$ cat src/rtl/pes_piso_pkg.sv
// pes_piso_pkg: shared state encoding and frame-geometry helpers for the PISO transmitter
package pes_piso_pkg;
   typedef enum logic [1:0] {IDLE, SHIFT, GAP} state_e;
   function automatic int frame_len(int width, bit parity);
      return width + (parity ? 1 : 0);
   endfunction
   // Counter must also hold FRAME_LEN itself (value left after a frame that ends in IDLE)
   function automatic int cnt_w(int width, bit parity);
      return $clog2(frame_len(width, parity) + 1);
   endfunction
endpackage

$ cat src/rtl/pes_piso_if.sv
// pes_piso_if: valid/ready word port feeding the PISO transmitter
//  in_data  word to transmit (master -> slave)
//  in_valid in_data is valid (master -> slave)
//  in_ready slave can accept a word (slave -> master)
interface pes_piso_if #(parameter int WIDTH = 4) ();
   logic [WIDTH-1:0] in_data;
   logic             in_valid;
   logic             in_ready;
   modport master (output in_data, output in_valid, input in_ready);
   modport slave  (input in_data, input in_valid, output in_ready);
endinterface

$ cat src/rtl/pes_piso_hold.sv
// pes_piso_hold: one-entry valid/ready holding register in front of the shifter
//  clk, rst_n           clock, async active-low reset
//  in_data/in_valid     upstream word and its valid
//  in_ready             register empty; accepts on in_valid & in_ready
//  out_data, out_full   held word and occupancy
//  take                 consumer drains the register this edge (only while full)
module pes_piso_hold #(parameter int WIDTH = 4) (
   input  logic             clk,
   input  logic             rst_n,
   input  logic [WIDTH-1:0] in_data,
   input  logic             in_valid,
   output logic             in_ready,
   output logic [WIDTH-1:0] out_data,
   output logic             out_full,
   input  logic             take
);
   logic             full_q, full_d;
   logic [WIDTH-1:0] data_q, data_d;
   // ready depends only on the flop, so a word drained at edge k is refilled at k+1 at the earliest
   assign in_ready = !full_q;
   assign out_data = data_q;
   assign out_full = full_q;
   always_comb begin
      full_d = take ? 1'b0 : (full_q | in_valid);
      data_d = (in_valid & !full_q) ? in_data : data_q;
   end
   always_ff @(posedge clk or negedge rst_n) begin
      if (!rst_n) begin
         full_q <= 1'b0;
         data_q <= '0;
      end else begin
         full_q <= full_d;
         data_q <= data_d;
      end
   end
endmodule

$ cat src/rtl/pes_piso_tx.sv
// pes_piso_tx: parallel-in/serial-out transmitter, one bit per clock, idle-low line
//  clk, rst_n  clock, async active-low reset
//  in_if       valid/ready word port (slave)
//  sout        serial bit, sout_valid high while a frame bit is on it
//  done        pulse on the last bit of a frame
//  busy        FSM not idle or a word is held
//  PES_PISO_PARITY_EN: appends an even-parity bit to each frame
module pes_piso_tx
   import pes_piso_pkg::*;
#(
   parameter int WIDTH      = 4,
   parameter int GAP_CYCLES = 1,
   parameter int MSB_FIRST  = 0
) (
   input  logic        clk,
   input  logic        rst_n,
   pes_piso_if.slave   in_if,
   output logic        sout,
   output logic        sout_valid,
   output logic        done,
   output logic        busy
);
`ifdef PES_PISO_PARITY_EN
   localparam bit PAR_EN = 1'b1;
`else
   localparam bit PAR_EN = 1'b0;
`endif
   localparam int FL = frame_len(WIDTH, PAR_EN);
   localparam int CW = cnt_w(WIDTH, PAR_EN);
   localparam int GW = GAP_CYCLES > 1 ? $clog2(GAP_CYCLES) : 1;
   state_e           st_q, st_d;
   logic [FL-1:0]    shreg_q, shreg_d, shifted, load_w;
   logic [CW-1:0]    cnt_q, cnt_d;
   logic [GW-1:0]    gap_q, gap_d;
   logic             sout_q, sout_d, sout_valid_q, sout_valid_d, done_q, done_d;
   logic [WIDTH-1:0] hold_data;
   logic             hold_full, take, last, gap_end;
   pes_piso_hold #(.WIDTH(WIDTH)) u_hold (
      .clk      (clk),
      .rst_n    (rst_n),
      .in_data  (in_if.in_data),
      .in_valid (in_if.in_valid),
      .in_ready (in_if.in_ready),
      .out_data (hold_data),
      .out_full (hold_full),
      .take     (take)
   );
`ifdef PES_PISO_PARITY_EN
   // Parity sits at the end of the shift order in either direction
   assign load_w = (MSB_FIRST != 0) ? {hold_data, ^hold_data} : {^hold_data, hold_data};
`else
   assign load_w = hold_data;
`endif
   always_comb begin
      last    = cnt_q == CW'(FL - 1);
      gap_end = int'(gap_q) == GAP_CYCLES - 1;
      shifted = (MSB_FIRST != 0) ? shreg_q << 1 : shreg_q >> 1;
      // Load from IDLE, back-to-back on the last bit when no gap, or straight out of the gap
      take    = hold_full & (st_q == IDLE | (st_q == SHIFT & last & GAP_CYCLES == 0) |
                             (st_q == GAP & gap_end));
      st_d    = take ? SHIFT :
                st_q == SHIFT ? (last ? (GAP_CYCLES > 0 ? GAP : IDLE) : SHIFT) :
                st_q == GAP ? (gap_end ? IDLE : GAP) : IDLE;
      shreg_d = take ? load_w : st_q == SHIFT ? shifted : shreg_q;
      cnt_d   = take ? '0 : st_q == SHIFT ? cnt_q + 1'b1 : cnt_q;
      gap_d   = st_q == GAP ? gap_q + 1'b1 : '0;
      // Outputs are registered from next-state values so they change only on clock edges
      sout_valid_d = st_d == SHIFT;
      sout_d       = sout_valid_d & ((MSB_FIRST != 0) ? shreg_d[FL-1] : shreg_d[0]);
      done_d       = sout_valid_d & (cnt_d == CW'(FL - 1));
   end
   always_ff @(posedge clk or negedge rst_n) begin
      if (!rst_n) begin
         st_q         <= IDLE;
         shreg_q      <= '0;
         cnt_q        <= '0;
         gap_q        <= '0;
         sout_q       <= 1'b0;
         sout_valid_q <= 1'b0;
         done_q       <= 1'b0;
      end else begin
         st_q         <= st_d;
         shreg_q      <= shreg_d;
         cnt_q        <= cnt_d;
         gap_q        <= gap_d;
         sout_q       <= sout_d;
         sout_valid_q <= sout_valid_d;
         done_q       <= done_d;
      end
   end
   assign sout       = sout_q;
   assign sout_valid = sout_valid_q;
   assign done       = done_q;
   assign busy       = (st_q != IDLE) | hold_full;
endmodule

$ cat src/flat_wrapper.sv
// flat-port wrapper written by rule: the top's interface ports become plain ports
module pes_piso_tx_flat import pes_piso_pkg::*;
#(
   parameter int WIDTH      = 4,
   parameter int GAP_CYCLES = 1,
   parameter int MSB_FIRST  = 0
)
  (clk, rst_n, sout, sout_valid, done, busy, in_if_in_data, in_if_in_valid, in_if_in_ready);
  pes_piso_if #(.WIDTH(WIDTH)) in_if_i ();
  input  logic clk;
  input  logic rst_n;
  output logic sout;
  output logic sout_valid;
  output logic done;
  output logic busy;
  input wire logic [$bits(in_if_i.in_data)-1:0] in_if_in_data;
  input wire logic [$bits(in_if_i.in_valid)-1:0] in_if_in_valid;
  output wire logic [$bits(in_if_i.in_ready)-1:0] in_if_in_ready;
  assign in_if_i.in_data = in_if_in_data;
  assign in_if_i.in_valid = in_if_in_valid;
  assign in_if_in_ready = in_if_i.in_ready;
  pes_piso_tx #(.WIDTH(WIDTH), .GAP_CYCLES(GAP_CYCLES), .MSB_FIRST(MSB_FIRST)) u_core (.clk(clk), .rst_n(rst_n), .in_if(in_if_i), .sout(sout), .sout_valid(sout_valid), .done(done), .busy(busy));
endmodule
$ cat config.mk
export PLATFORM = sky130hd
export DESIGN_NAME = pes_piso_tx_flat
export DESIGN_NICKNAME = d
export VERILOG_FILES = /design/src/rtl/pes_piso_pkg.sv /design/src/rtl/pes_piso_if.sv /design/src/rtl/pes_piso_hold.sv /design/src/rtl/pes_piso_tx.sv /design/src/flat_wrapper.sv
export SDC_FILE = /design/constraint.sdc
export NUM_CORES = 1
export LEC_CHECK = 0
export CELL_PAD_IN_SITES_DETAIL_PLACEMENT = 0
export CELL_PAD_IN_SITES_GLOBAL_PLACEMENT = 1
export CORE_MARGIN = 1
export CORE_UTILIZATION = 43
export CTS_BUF_LIST = sky130_fd_sc_hd__clkbuf_16
export CTS_CLUSTER_SIZE = 30
export DETAILED_ROUTE_END_ITERATION = 16
export PLACE_DENSITY = 0.82
export REMOVE_ABC_BUFFERS = 1
export SLEW_MARGIN = 5
export SYNTH_ARGS = -nofsm -noshare
export SYNTH_HDL_FRONTEND = slang
export SYNTH_SLANG_ARGS = --single-unit
$ cat constraint.sdc
create_clock -name clk -period 2.4 [get_ports clk]
set_input_delay 0.48 -clock clk [delete_from_list [all_inputs] [get_ports clk]]
set_output_delay 0.48 -clock clk [all_outputs]
set_load 0.01 [all_outputs]
==> impl_results.md <==
- Setup WS pre-CTS: 0.6341 ns
- Worst setup path class: reg2out
- Finished Layout Cells: 100
- Sequential share of power: between 30% and 40%
- I/O Buffers: 11
- Die width: 44.41 um
- Detailed placer's ending HPWL: ~910 um
- Final cycle utilization of the critical path: 84.66%
- Seq. cell area: 425.4 sq um
- Post-Route Skew: slightly above 0.001 ns
- Setup WS post-layout: 0.3683 ns
- Critical path buffers and inverters: 1
- Number of global-route vias before repair: about 550
- Initial Util: 48.51%
- Mean area per synthesized cell: 12.68 sq um
- Worst Setup SP: u_core.st_q[0]$_DFF_PN0_
- Fin. Hold Viols: 0
- Worst hold start: u_core.u_hold.out_data[3]$_DFFE_PN0P_
- Cell Int Power: approximately 0.94 mW
- Worst-path fanout max: 8
- Area contributors post-synth: dfrtp_1 55%, mux2_1 8.7%, ha_1 3.2%
- Fin nets: 86
- Initial antenna violation count: 0
- CTS buffer count: 3
- CP required: 1.92 ns
- FF-to-FF Start: u_core.st_q[0]$_DFF_PN0_
- Clock root cell: clkbuf_16
- Final setup violating endpoints: 0
- Cts repair resizes: 0
- H-tree levels: 1
- IO Count: 12
- Maxcap violations: 0
- Seq cells post-synth: 17
- Final Critical Period: ~2 ns
- Ys Warns: 0
- PD cells: around 1400 mW/mm^2
- Via count: 507
- Sw Pwr: 0.4241 mW
- Crit end category: primary output
- # rows: 14
- First-pass GRT wire length: between 2000 and 2500 um
- DP Cell Count: 96
- Die area: 0.001972 sq mm
- WP data arrival: 1.55 ns
- P_leak: 0.4437 nW
- Synthesized cell area: between 700 and 800 sq um
- CTS tree: built
- RSZ-0062 raised after global routing: false
- Outcome: finished clean
- Final WL: 1313 um
- Worst-Margin Slew: 0.7260 ns
- F_max: 492.2 MHz
- Placeable Area: 0.001594 sq mm
- Slowest-stage cell, CP: clkdlybuf4s50_1
- Share of layout cells above drive strength 1: roughly 14%
- Final Max Slew Viols: 0
- Worst VDD drop: 0.8268 mV
- GRT overflow: 0
- DRT iter0 DRCs: 5
- Filler Cell Count: 135
- # DRC: 0
- CP cell instances: or3_1 > clkdlybuf4s50_1
- Total power: 1.365 mW
- Part of the power in the clock network: 23.9%
- DRT Pass-1 Iters: 4
- Hold_buf cts: 0
- GRT Total Usage: 16.91%
- Post-Synthesis Cells: between 60 and 70
- Yosys cell types: 30
- Post-synthesis sequential area ratio: 55.02%
- Max incr delay on CP: 0.48 ns
- Routability congestion estimate: 0.7251
- Number of nets with antenna violations after routing: 0
- Switching Fraction: 31.08%
- Startpoint Class: flop
- Layout area overhead: 27.99%
- Clk_lat worst skew: around 0.24 ns
- Combinational fraction of design power: around two fifths
- Setup TNS: 0 ns
- Post-synth top area share: 55.02%
- Setup Buffers After CTS: 0
- Multi-input logic area: approximately 330 sq um
- Die Y-Extent: about 44 um
- Wirelength per Cell: 13.13 um
- CP top delay family: buffers and inverters
- Antenna diodes: 0
- Via density: between 5 and 6
- Hold crit path type: reg2reg
- Largest net degree at the start of global routing: 18
- Clk buf depth: 2
- CTS clk-pin slew, worst paths: approximately 0.050 ns
- Clk sink count: 17
- Rel. slew slack: 51.45%
- Cell taking the most area after synthesis: dfrtp_1
==> synthesized netlist by cell type, drive strengths merged <==
| master | number |
|---|---|
| nand2b | 3 |
| a21oi | 1 |
| mux2i | 1 |
| mux2 | 8 |
| nor2b | 3 |
| nand2 | 2 |
| nor3 | 1 |
| inv | 3 |
| a32o | 1 |
| nand3b | 1 |
| nor2 | 5 |
| ha | 2 |
| nor3b | 1 |
| o22ai | 1 |
| dfrtp | 17 |
| a22o | 1 |
| buf | 1 |
| o2bb2ai | 3 |
| o21ai | 2 |
| and3 | 1 |
| or3 | 1 |
| xnor2 | 1 |
| and2 | 1 |
==> layout by cell type, fill, tap and decap left out, types with 2 or more instances in the layout <==
cell type,n
dfrtp_1,17
o2bb2ai_1,2
nand2_1,2
clkdlybuf4s50_1,11
nor2_1,5
clkbuf_16,3
nor2b_1,2
ha_1,2
mux2_1,6
inv_1,3
==> flip-flops by register name, indices dropped and copies added, names as in the netlist <==
register / count
u_core.cnt_q: 3
u_core.done: 1
u_core.gap_q: 1
u_core.shreg_q: 3
u_core.sout: 1
u_core.sout_valid: 1
u_core.st_q: 2
u_core.u_hold.out_data: 4
u_core.u_hold.out_full: 1
==> per-layer routing <==
metal / wire length (um) / track usage [%]
met1: 614 / 21.39
met2: 630 / 27.06
met3: 60 / 3.673
met4: 8 / 9.091
met5: 0 / 0
==> stage by stage <==
| stage | utilization (%) | instance area, sq um | hold WS, ns |
|---|---|---|---|
| 2_1_floorplan | - | 762.0 | 0.1844 |
| 3_3_place_gp | 57.06 | 909.6 | 0.4705 |
| 3_5_place_dp | 57.06 | 909.6 | 0.4759 |
| 4_1_cts | 62.09 | 989.7 | 0.4872 |
| 5_1_grt | 62.09 | 989.7 | 0.5164 |
| 6_report | 62.09 | 989.7 | 0.4845 |
==> path summary, 6_finish.rpt <==
kind	to	slack, ns	depth (start not counted)
hold reg to reg	u_core.u_hold.out_data[3]$_DFFE_PN0P_	0.48	1
max in group asynchronous	u_core.shreg_q[1]$_DFFE_PN0P_	1.27	1
setup reg to reg	u_core.shreg_q[1]$_DFFE_PN0P_	0.85	4
min in group asynchronous	u_core.done$_DFF_PN0_	0.67	1
setup / recovery	busy	0.37	2
hold / removal	u_core.u_hold.out_data[3]$_DFFE_PN0P_	0.48	1
==> worst register-to-register path: cells and delay by family (launching register included) <==
kind                   cells  cell delay [ns]
buffers and inverters      1             0.18
muxes                      2             0.61
DFF                        1             0.47
and+or+nand+nor            1             0.18
==> area by class of cell <==
type	count	share of cell area [%]
clock buffers	3	7.585
clock inverters	1	0.5057
inverters	3	1.138
multi-input cells	40	32.87
flip-flops and latches	17	42.98
well taps	24	3.034
repair buffers	12	11.88
==> power groups by stage <==
stage          logic [mW]  registers [mW]  clock network, mW
2_1_floorplan       0.354           0.501                  0
3_3_place_gp        0.503           0.513                  0
3_5_place_dp        0.520           0.517                  0
4_1_cts             0.528           0.515              0.336
5_1_grt             0.578           0.535              0.346
6_report            0.522           0.517              0.326
==> cells by family after synthesis <==
group / share of synthesized area (%)
and+or+nand+nor: 14.89
adders and majority gates: 3.236
muxes: 13.43
AOI/OAI and AO/OA: 9.384
buffers and inverters: 2.912
xor gates and xnor gates: 1.133
DFF: 55.02
No activity file was read; power rests on OpenSTA's default activity.
